<file path="config.mk">
export PLATFORM = sky130hd
export DESIGN_NAME = wb_port_arbiter
export DESIGN_NICKNAME = d
export VERILOG_FILES = /design/src/rtl/wb_port_arbiter.sv
export SDC_FILE = /design/constraint.sdc
export NUM_CORES = 1
export LEC_CHECK = 0
export BUFFER_PORTS_ARGS = -buffer_cell sky130_fd_sc_hd__buf_2
export CORE_MARGIN = 8
export CORE_UTILIZATION = 29
export DETAILED_ROUTE_END_ITERATION = 16
export RECOVER_POWER = 50
export SYNTH_ARGS = -nofsm -noshare
export SYNTH_HDL_FRONTEND = slang
export SYNTH_SLANG_ARGS = --single-unit
</file>
<file path="constraint.sdc">
create_clock -name clk -period 3.7 [get_ports clk]
set_input_delay 0 -clock clk [delete_from_list [all_inputs] [get_ports clk]]
set_output_delay 0 -clock clk [all_outputs]
set_load 0.02 [all_outputs]
</file>
<file path="src/rtl/wb_port_arbiter.sv">
// wb_port_arbiter
// Shares the register file's single write port between the ALU writeback path
// and the memory-load writeback path. Each source has a small FIFO of
// (dest, value) pairs. A round-robin scheduler pops at most one head per cycle
// onto registered write-port outputs. A combinational scoreboard flags decode
// source registers that still have a queued or in-flight result.
//
// Ports
//   clk, reset_n                 clock, asynchronous active-low reset
//   alu_valid/ready/dest/val     ALU writeback push handshake
//   mem_valid/ready/dest/val     load writeback push handshake
//   write_enable, dest, destVal  registered register-file write port
//   chk_addr1, chk_addr2         decode-stage source register indices
//   hazard                       a pending result targets chk_addr1/chk_addr2
//   busy                         at least one queue holds an entry
module wb_port_arbiter #(
   parameter int DATA_W = 32,
   parameter int ADDR_W = 5,
   parameter int DEPTH  = 2
) (
   input  logic              clk,
   input  logic              reset_n,
   input  logic              alu_valid,
   output logic              alu_ready,
   input  logic [ADDR_W-1:0] alu_dest,
   input  logic [DATA_W-1:0] alu_val,
   input  logic              mem_valid,
   output logic              mem_ready,
   input  logic [ADDR_W-1:0] mem_dest,
   input  logic [DATA_W-1:0] mem_val,
   output logic              write_enable,
   output logic [ADDR_W-1:0] dest,
   output logic [DATA_W-1:0] destVal,
   input  logic [ADDR_W-1:0] chk_addr1,
   input  logic [ADDR_W-1:0] chk_addr2,
   output logic              hazard,
   output logic              busy
);
   localparam int PW   = (DEPTH > 2) ? $clog2(DEPTH) : 1;
   localparam int CW   = $clog2(DEPTH + 1);
   localparam int NSRC = 2;   // source 0 = ALU, source 1 = load path

   logic [NSRC-1:0]   in_valid;
   logic [NSRC-1:0]   in_ready;
   logic [NSRC-1:0]   push;
   logic [NSRC-1:0]   pop;
   logic [NSRC-1:0]   nonempty;
   logic [NSRC-1:0]   src_hazard;
   logic [ADDR_W-1:0] in_dest   [NSRC];
   logic [DATA_W-1:0] in_val    [NSRC];
   logic [ADDR_W-1:0] head_dest [NSRC];
   logic [DATA_W-1:0] head_val  [NSRC];

   // 1 = load path was granted last; reset value makes the ALU win the first tie.
   logic              last_mem_q, last_mem_d;
   logic              wr_en_q, wr_en_d;
   logic [ADDR_W-1:0] wr_dest_q, wr_dest_d;
   logic [DATA_W-1:0] wr_val_q, wr_val_d;

   assign in_valid   = {mem_valid, alu_valid};
   assign in_dest[0] = alu_dest;
   assign in_dest[1] = mem_dest;
   assign in_val[0]  = alu_val;
   assign in_val[1]  = mem_val;
   assign alu_ready  = in_ready[0];
   assign mem_ready  = in_ready[1];

   generate
      for (genvar gi = 0; gi < NSRC; gi++) begin : g_queue
         logic [ADDR_W-1:0] dest_q [DEPTH];
         logic [DATA_W-1:0] val_q  [DEPTH];
         logic [DEPTH-1:0]  vld_q, vld_d;
         logic [PW-1:0]     wr_ptr_q, rd_ptr_q;
         logic [CW-1:0]     count_q;
         logic              hit;

         // Ready comes only from the registered count, so a full queue
         // refuses a push even in a cycle where it pops.
         assign in_ready[gi]  = reset_n && (count_q < CW'(DEPTH));
         assign push[gi]      = in_valid[gi] && in_ready[gi];
         assign nonempty[gi]  = (count_q != '0);
         assign head_dest[gi] = dest_q[rd_ptr_q];
         assign head_val[gi]  = val_q[rd_ptr_q];

         // Per-slot valid bits drive the scoreboard; a push never lands on the
         // slot being popped because a full queue does not accept.
         always_comb begin
            vld_d = vld_q;
            if (pop[gi])  vld_d[rd_ptr_q] = 1'b0;
            if (push[gi]) vld_d[wr_ptr_q] = 1'b1;
         end

         always_ff @(posedge clk or negedge reset_n) begin
            if (!reset_n) begin
               vld_q    <= '0;
               wr_ptr_q <= '0;
               rd_ptr_q <= '0;
               count_q  <= '0;
            end else begin
               vld_q   <= vld_d;
               count_q <= count_q + CW'(push[gi]) - CW'(pop[gi]);
               if (push[gi]) wr_ptr_q <= wr_ptr_q + PW'(1);
               if (pop[gi])  rd_ptr_q <= rd_ptr_q + PW'(1);
            end
         end

         // Payload storage needs no reset: slot validity is tracked separately.
         always_ff @(posedge clk) begin
            if (push[gi]) begin
               dest_q[wr_ptr_q] <= in_dest[gi];
               val_q[wr_ptr_q]  <= in_val[gi];
            end
         end

         always_comb begin
            hit = 1'b0;
            for (int i = 0; i < DEPTH; i++) begin
               if (vld_q[i] && (dest_q[i] != '0) &&
                   ((dest_q[i] == chk_addr1) || (dest_q[i] == chk_addr2)))
                  hit = 1'b1;
            end
         end
         assign src_hazard[gi] = hit;
      end
   endgenerate

   // Round robin: a lone non-empty queue always pops; on a tie the source
   // that was not granted last goes first.
   assign pop[0] = nonempty[0] && (!nonempty[1] || last_mem_q);
   assign pop[1] = nonempty[1] && !pop[0];

   always_comb begin
      last_mem_d = last_mem_q;
      wr_en_d    = 1'b0;
      wr_dest_d  = wr_dest_q;
      wr_val_d   = wr_val_q;
      if (pop[0]) begin
         last_mem_d = 1'b0;
         wr_dest_d  = head_dest[0];
         wr_val_d   = head_val[0];
         wr_en_d    = (head_dest[0] != '0);   // r0 writes are dropped silently
      end else if (pop[1]) begin
         last_mem_d = 1'b1;
         wr_dest_d  = head_dest[1];
         wr_val_d   = head_val[1];
         wr_en_d    = (head_dest[1] != '0);
      end
   end

   always_ff @(posedge clk or negedge reset_n) begin
      if (!reset_n) begin
         last_mem_q <= 1'b1;
         wr_en_q    <= 1'b0;
         wr_dest_q  <= '0;
         wr_val_q   <= '0;
      end else begin
         last_mem_q <= last_mem_d;
         wr_en_q    <= wr_en_d;
         wr_dest_q  <= wr_dest_d;
         wr_val_q   <= wr_val_d;
      end
   end

   assign write_enable = wr_en_q;
   assign dest         = wr_dest_q;
   assign destVal      = wr_val_q;
   assign busy         = |nonempty;
   // The output stage stays visible until its write pulse ends; wr_en_q
   // already implies a non-zero destination.
   assign hazard = (|src_hazard) ||
                   (wr_en_q && ((wr_dest_q == chk_addr1) || (wr_dest_q == chk_addr2)));

endmodule

</file>
==> results of run 1 <==
## metal layers
metal,part of all wire (%),vias to the layer above,routed length [um]
met2,49,102,9870
li1,-,2463,-
met4,1.2,0,242
met1,46,2479,9330
met3,3.8,19,764
met5,0,-,0
## cells by family after synthesis
family	count (synthesis)
flip-flops	199
AND/OR/NAND/NOR	117
AO/OA/AOI/OAI	86
XOR/XNOR	58
buffers and inverters	46
multiplexers	42
adder cells (fa/ha/maj)	4
## cells in the final DEF, fill, tap and decap left out, types with 8 or more instances in the layout
cell,count
a211oi_1,24
a2111oi_0,16
xnor2_1,45
clkbuf_1,92
dfrtp_1,48
buf_2,36
dlygate4sd3_1,77
a2111oi_2,16
xor2_1,13
clkbuf_16,17
a211oi_2,8
nor2_1,38
nand2_1,10
nor3_1,11
nand3_1,12
edfxtp_1,148
mux2i_1,41
nor2b_1,34
## flip-flops by register name (all words and copies together) (netlist names)
register / count
g_queue.vld_q: 4
g_queue.val_q: 128
dest: 5
destVal: 32
g_queue.wr_ptr_q: 2
g_queue.dest_q: 20
g_queue.count_q: 4
g_queue.rd_ptr_q: 2
write_enable: 1
last_mem_q: 1
## final cells by class
| class | count | area, sq um | share of cell area (%) |
|---|---|---|---|
| clock buffers | 20 | 457 | 4.30 |
| clock inverters | 12 | 164 | 1.54 |
| inverters | 8 | 31.3 | 0.295 |
| multi-input cells | 307 | 2410 | 22.7 |
| flip-flops and latches | 199 | 5730 | 53.9 |
| well taps | 384 | 480 | 4.52 |
| repair buffers | 213 | 1350 | 12.7 |
## per-stage QoR
stage / worst slack, ps / std cells / hold WS (ps)
after floorplan: 662 / 552 / -296
after global placement: 1440 / 1034 / -30.5
after detailed placement: 1410 / 1034 / -23.9
after CTS: 1350 / 1143 / 109
after global routing: 610 / 1143 / 273
final: 971 / 1143 / 296
## power by group
| part | leakage, nW | total (mW) | internal (mW) | switching [mW] |
|---|---|---|---|---|
| clock | 0.301 | 1.94 | 1.11 | 0.823 |
| combinational | 1.47 | 2.46 | 0.967 | 1.49 |
| sequential | 1.93 | 3.38 | 2.90 | 0.479 |
## cells in the mapped netlist (all sizes together) (6+ instances only)
cell	n	area [sq um]
edfxtp	148	4440
dfrtp	50	1250
xnor2	45	394
mux2i	41	410
nor2	41	156
nor2b	34	213
a2111oi	32	380
a211oi	32	280
clkbuf	22	83.8
buf	16	116
xor2	13	114
nand3	12	60.1
nor3	12	65.1
nand2	10	37.5
inv	8	30.0
o21ai	6	30.0
## path summary, 6_finish.rpt
check	cells after the start	to	slack [ps]
worst max-delay path	6	g_queue[1].val_q[0][26]	970
worst min-delay path	2	g_queue[0].val_q[0][22]	300
worst max register to register	9	g_queue[0].count_q[1]	1030
worst min register to register	1	g_queue[1].vld_q[1]	500
max in group asynchronous	3	g_queue[1].rd_ptr_q	1670
min in group asynchronous	2	destVal[26]	330
==> impl_results.md, run 1 <==
- Max-Cap Viols: 0
- CP Max Fanout: 20
- GPL Wtd Cong: 0.795
- GR Util All Layers: 12.1%
- Post-synth EDFFs: 148
- CTS max path bufs: 2
- CP Class: in -> reg
- Initial Util: 29.3%
- Yosys cell types: 40
- Vias in the first global route: 5568
- Setup Fix Bufs, Post-CTS: 0
- Peak VDD IR: 0.329 mV
- RSZ-0062 raised after global routing: false
- Setup TNS: 0 ps
- CTS sink count: 199
- Layout cell share with drive strength beyond 1: 14.9%
- CTS Hold Bufs: 77
- Prevailing post-synth register cell: edfxtp_1
- Hold path startpoint: alu_val[22]
- N_diodes: 0
- Placed Area: 0.00936 sq mm
- Fraction of registers with async set or reset after synthesis: 25.6%
- Die Wd: 186 um
- Worst Clk Skew: 14.6 ps
- DRC Markers: 0
- Crit. End Element: flop
- Cells after Synth: 552
- M2 GR Usage: 20.7%
- CP startpoint kind: primary input
- Slowest CP cell: clkbuf_1
- Via count: 5063
- Die ar.: 0.0345 sq mm
- Initial antenna violation count: 0
- Final Cell Area: 0.0106 sq mm
- # port buffers: 129
- DP Wirelength: 13300 um
- WP data required: 3800 ps
- Routed WL per cell: 17.7 um
- Final nets: 838
- Main combinational cell family by area after synthesis: compound AO/OA/AOI/OAI gates
- Mean post-synth cell area: 15.1 sq um
- Mux contribution to synthesized area: 5.05%
- Crit path time final: 2730 ps
- Grt total ovfl: 0
- Crit-path cells: dlygate4sd3_1 > clkbuf_1 > nor2b_1 > nand2_1 > nor2_4 > buf_4
- Num CTS Buffers: 17
- I/O Pins: 130
- Worst slew pin tran: 1130 ps
- Largest net degree at the start of global routing: 73
- Status: complete, no violations
- Syn Nets: 644
- Site Rows: 62
- Slew HR: 24.8%
- GR Util met3: 2.95%
- Pwr Density: 733 mW/mm^2
- CP top delay family: buffers and inverters
- Met1 track demand over resource: 15.2%
- Worst Hold Class: in -> reg
- Final setup fails: 0
- First-pass GRT wire length: 31700 um
- H-tree Lvls: 4
- Critical Path Source: reset_n
- Floorplan Core Area: 0.0285 sq mm
- Syn Std Cell Area: 0.00835 sq mm
- # resized after CTS: 0
- Die Ht: 186 um
- Synth Area in XOR/XNOR: 6.08%
- Overall power: 7.78 mW
- Final period util: 73.8%
- Simple-Gate Fraction of Synth Area: 7.01%
- Final count of hold timing violations: 0
- Post-synthesis adder-cell area fraction: 0.599%
- Compound-cell area share of the yosys netlist: 9.99%
- Synth-to-Final Area Change: 27.2%
- Post-DRT Antenna Nets: 0
- Fill count: 2810
- Via density: 4.43
- #FFs+latches synth: 199
- DRT iter0 DRCs: 326
- Fin util: 37.2%
- Delay of the slowest cell on the worst path: 800 ps
- Final slew viol count: 0
- Leakage: 3.70 nW
- Max Freq: 0.366 GHz
- Drt total wl: 20200 um
- Reg clk slew, reported paths: 70 ps
- Worst reg2reg path startpoint: g_queue[1].count_q[1]
- YS warnings: 0
- CTS tree: built
- WP data arrival: 2830 ps
- Insertion delay to the later sink of the worst-skew pair: 430 ps
- Register area share after synthesis: 68.5%
- Most used routing layer: met2
- Buf/Inv on CP: 3
- TritonRoute pass-1 iters: 4
- CTS root buffer: clkbuf_16
(Power assumes the default switching activity.)
==> run 2: changes to the inputs <==
ABC_AREA = 1   (was not set)
clock period = 2.2 ns   (was 3.7 ns; I/O delays follow)
==> impl_results.md, run 2 <==
- Floorplan Core Area: 0.0287 sq mm
- Worst Clk Skew: 9.12 ps
- Largest register by flop count: g_queue.val_q
- DRT iter0 DRCs: 342
- Prevailing post-synth register cell: edfxtp_1
- Die ar.: 0.0349 sq mm
- Cell with the most instances after synthesis: nand2_1
- I/O Pins: 130
- Die Wd: 187 um
- DRC Markers: 0
- Peak VDD IR: 0.500 mV
- Vias in the first global route: 6055
- CTS max path bufs: 2
- Placed Area: 0.00960 sq mm
- Routed WL per cell: 15.9 um
- Max-Cap Viols: 0
- Final nets: 1055
- Via count: 5992
- Switching power: 5.06 mW
- Slew HR: 1.67%
- Site Rows: 62
- Initial antenna violation count: 2
- TritonRoute pass-1 iters: 5
- CP Class: reg -> reg
- Most common cell after layout, fill and taps aside: nand2_1
- Grt total ovfl: 0
- WP data required: 2510 ps
- YS warnings: 0
- Num CTS Buffers: 17
- Clk pwr share: 25.3%
- Pwr Density: 1240 mW/mm^2
- Insertion delay to the later sink of the worst-skew pair: 420 ps
- WP data arrival: 2180 ps
- Post-synth top area cell: edfxtp_1
- Post-DRT Antenna Nets: 0
- Drt total wl: 21600 um
- Via density: 4.40
- Synth-to-Final Area Change: 29.1%
- Post-synth top area share: 52.6%
- DP Wirelength: 14000 um
- Worst slew pin tran: 1480 ps
- Reg2reg setup slack: 330 ps
- # port buffers: 129
- First-pass GRT wire length: 33900 um
- Yosys cell types: 31
- Reg clk slew, reported paths: 70 ps
- # placed instances: 1253
- Mean post-synth cell area: 11.1 sq um
- Final period util: 85.2%
- Initial Util: 29.5%
- Status: complete, no violations
- Leakage: 4.40 nW
- Max Freq: 0.534 GHz
- Final Cell Area: 0.0109 sq mm
- Combinational share of power: 35.2%
- Crit. End Element: flop
- H-tree Lvls: 4
- Post-synth EDFFs: 148
- CTS root buffer: clkbuf_16
- CTS sink count: 199
- CP startpoint kind: flop
- GR Util All Layers: 12.4%
- RSZ-0062 raised after global routing: false
- Cells after Synth: 763
- Final setup fails: 0
- Final count of hold timing violations: 0
- Syn Nets: 855
- Setup Fix Bufs, Post-CTS: 0
- Largest net degree at the start of global routing: 68
- Fin cells: 1361
- Final slew viol count: 0
- GPL Wtd Cong: 0.866
- Power Internal: 8.52 mW
- Crit path time final: 1870 ps
- Post-synth top cells: nand2_1 (229), edfxtp_1 (148), inv_1 (78), nor2_1 (64), dfrtp_1 (50)
- Fraction of registers with async set or reset after synthesis: 25.6%
- Die Ht: 187 um
- Synth area leaders: edfxtp_1 (53%), dfrtp_1 (15%), nand2_1 (10%)
- Max reg flops: 128
- CTS tree: built
- Register area share after synthesis: 67.7%
- Syn Std Cell Area: 0.00846 sq mm
- Final WS setup: 326 ps
- #FFs+latches synth: 199
- Layout cell share with drive strength beyond 1: 12.2%
- Dpl ws: 327 ps
- Flop pwr share: 39.6%
- Sw Ratio: 37.3%
- Most frequent cells in the layout: nand2_1 (229), edfxtp_1 (148), inv_1 (77)
- Worst Hold Class: in -> reg
- CP Max Fanout: 17
==> run 2: changes by cell type after synthesis, moves of 32 or more <==
cell / change
nand2_1: +219
inv_1: +72
mux2i_1: -41
nor2b_1: -34
o211ai_1: +33
a31oi_1: +32
==> run 2: cells by family after synthesis <==
family	count (synthesis)	share of synthesized area, %
AOI/OAI and AO/OA	95	7.30
xor gates and xnor gates	34	3.52
adders and majority gates	4	0.592
buffers and inverters	116	6.02
DFF	199	67.7
and+or+nand+nor	315	14.9
==> run 2: power by group through the flow <==
| stage | clock (mW) | combinational, mW | sequential [mW] |
|---|---|---|---|
| 2_1_floorplan | 0 | 2.92 | 5.73 |
| 3_3_place_gp | 0 | 4.78 | 5.44 |
| 3_5_place_dp | 0 | 4.87 | 5.44 |
| 4_1_cts | 3.52 | 4.97 | 5.37 |
| 5_1_grt | 3.65 | 5.38 | 5.46 |
| 6_report | 3.43 | 4.78 | 5.37 |
==> run 2: worst paths after layout <==
path | from | endpoint | cells past startpoint
min in group asynchronous | reset_n | destVal[7] | 3
worst max-delay path | g_queue[0].count_q[1] | g_queue[0].count_q[1] | 8
max in group asynchronous | reset_n | g_queue[1].rd_ptr_q | 3
worst min-delay path | alu_valid | g_queue[0].wr_ptr_q | 3
worst min register to register | g_queue[0].val_q[0][13] | destVal[13] | 2
worst max register to register | g_queue[0].count_q[1] | g_queue[0].count_q[1] | 8
==> run 2: area by class of cell <==
| type | count | area (sq um) |
|---|---|---|
| multi-input cells | 448 | 2250 |
| clock buffers | 17 | 425 |
| clock inverters | 15 | 233 |
| inverters | 81 | 304 |
| flip-flops and latches | 199 | 5720 |
| diodes | 1 | 2.50 |
| repair buffers | 216 | 1500 |
| well taps | 384 | 480 |
| fillers | 2843 | 17800 |
==> run 2: critical path: stages (launching register included) <==
cell,delay (ps)
dfrtp_1,410
or2_4,290
nand2_8,70
buf_4,230
inv_1,130
ha_1,290
inv_1,40
ha_1,170
xnor2_1,120
==> run 2: timing repair <==
action | CTS | global route
endpoints found under the setup margin | 0 | 0
hold endpoints to repair | 198 | 0
hold buffers | 75 | 0
gates resized for setup | 0 | 0
==> run 2: through the flow <==
stage	TNS (ps)	hold slack, ps	utilization (%)	total power [mW]
finish	0	116	38.0	13.6
global route	0	114	38.0	14.5
CTS	0	78.9	38.3	13.9
detailed placement	0	191	33.4	10.3
global placement	0	188	33.4	10.2
floorplan	-25740	-296	-	8.65
==> run 2: layer usage <==
metal	global-route usage [%]	vias to the layer above	part of all wire, %
met1	15.6	2857	46
met5	0	-	0.037
met4	2.90	2	0.84
met3	3.84	17	6.2
met2	20.5	174	47
li1	-	2942	-
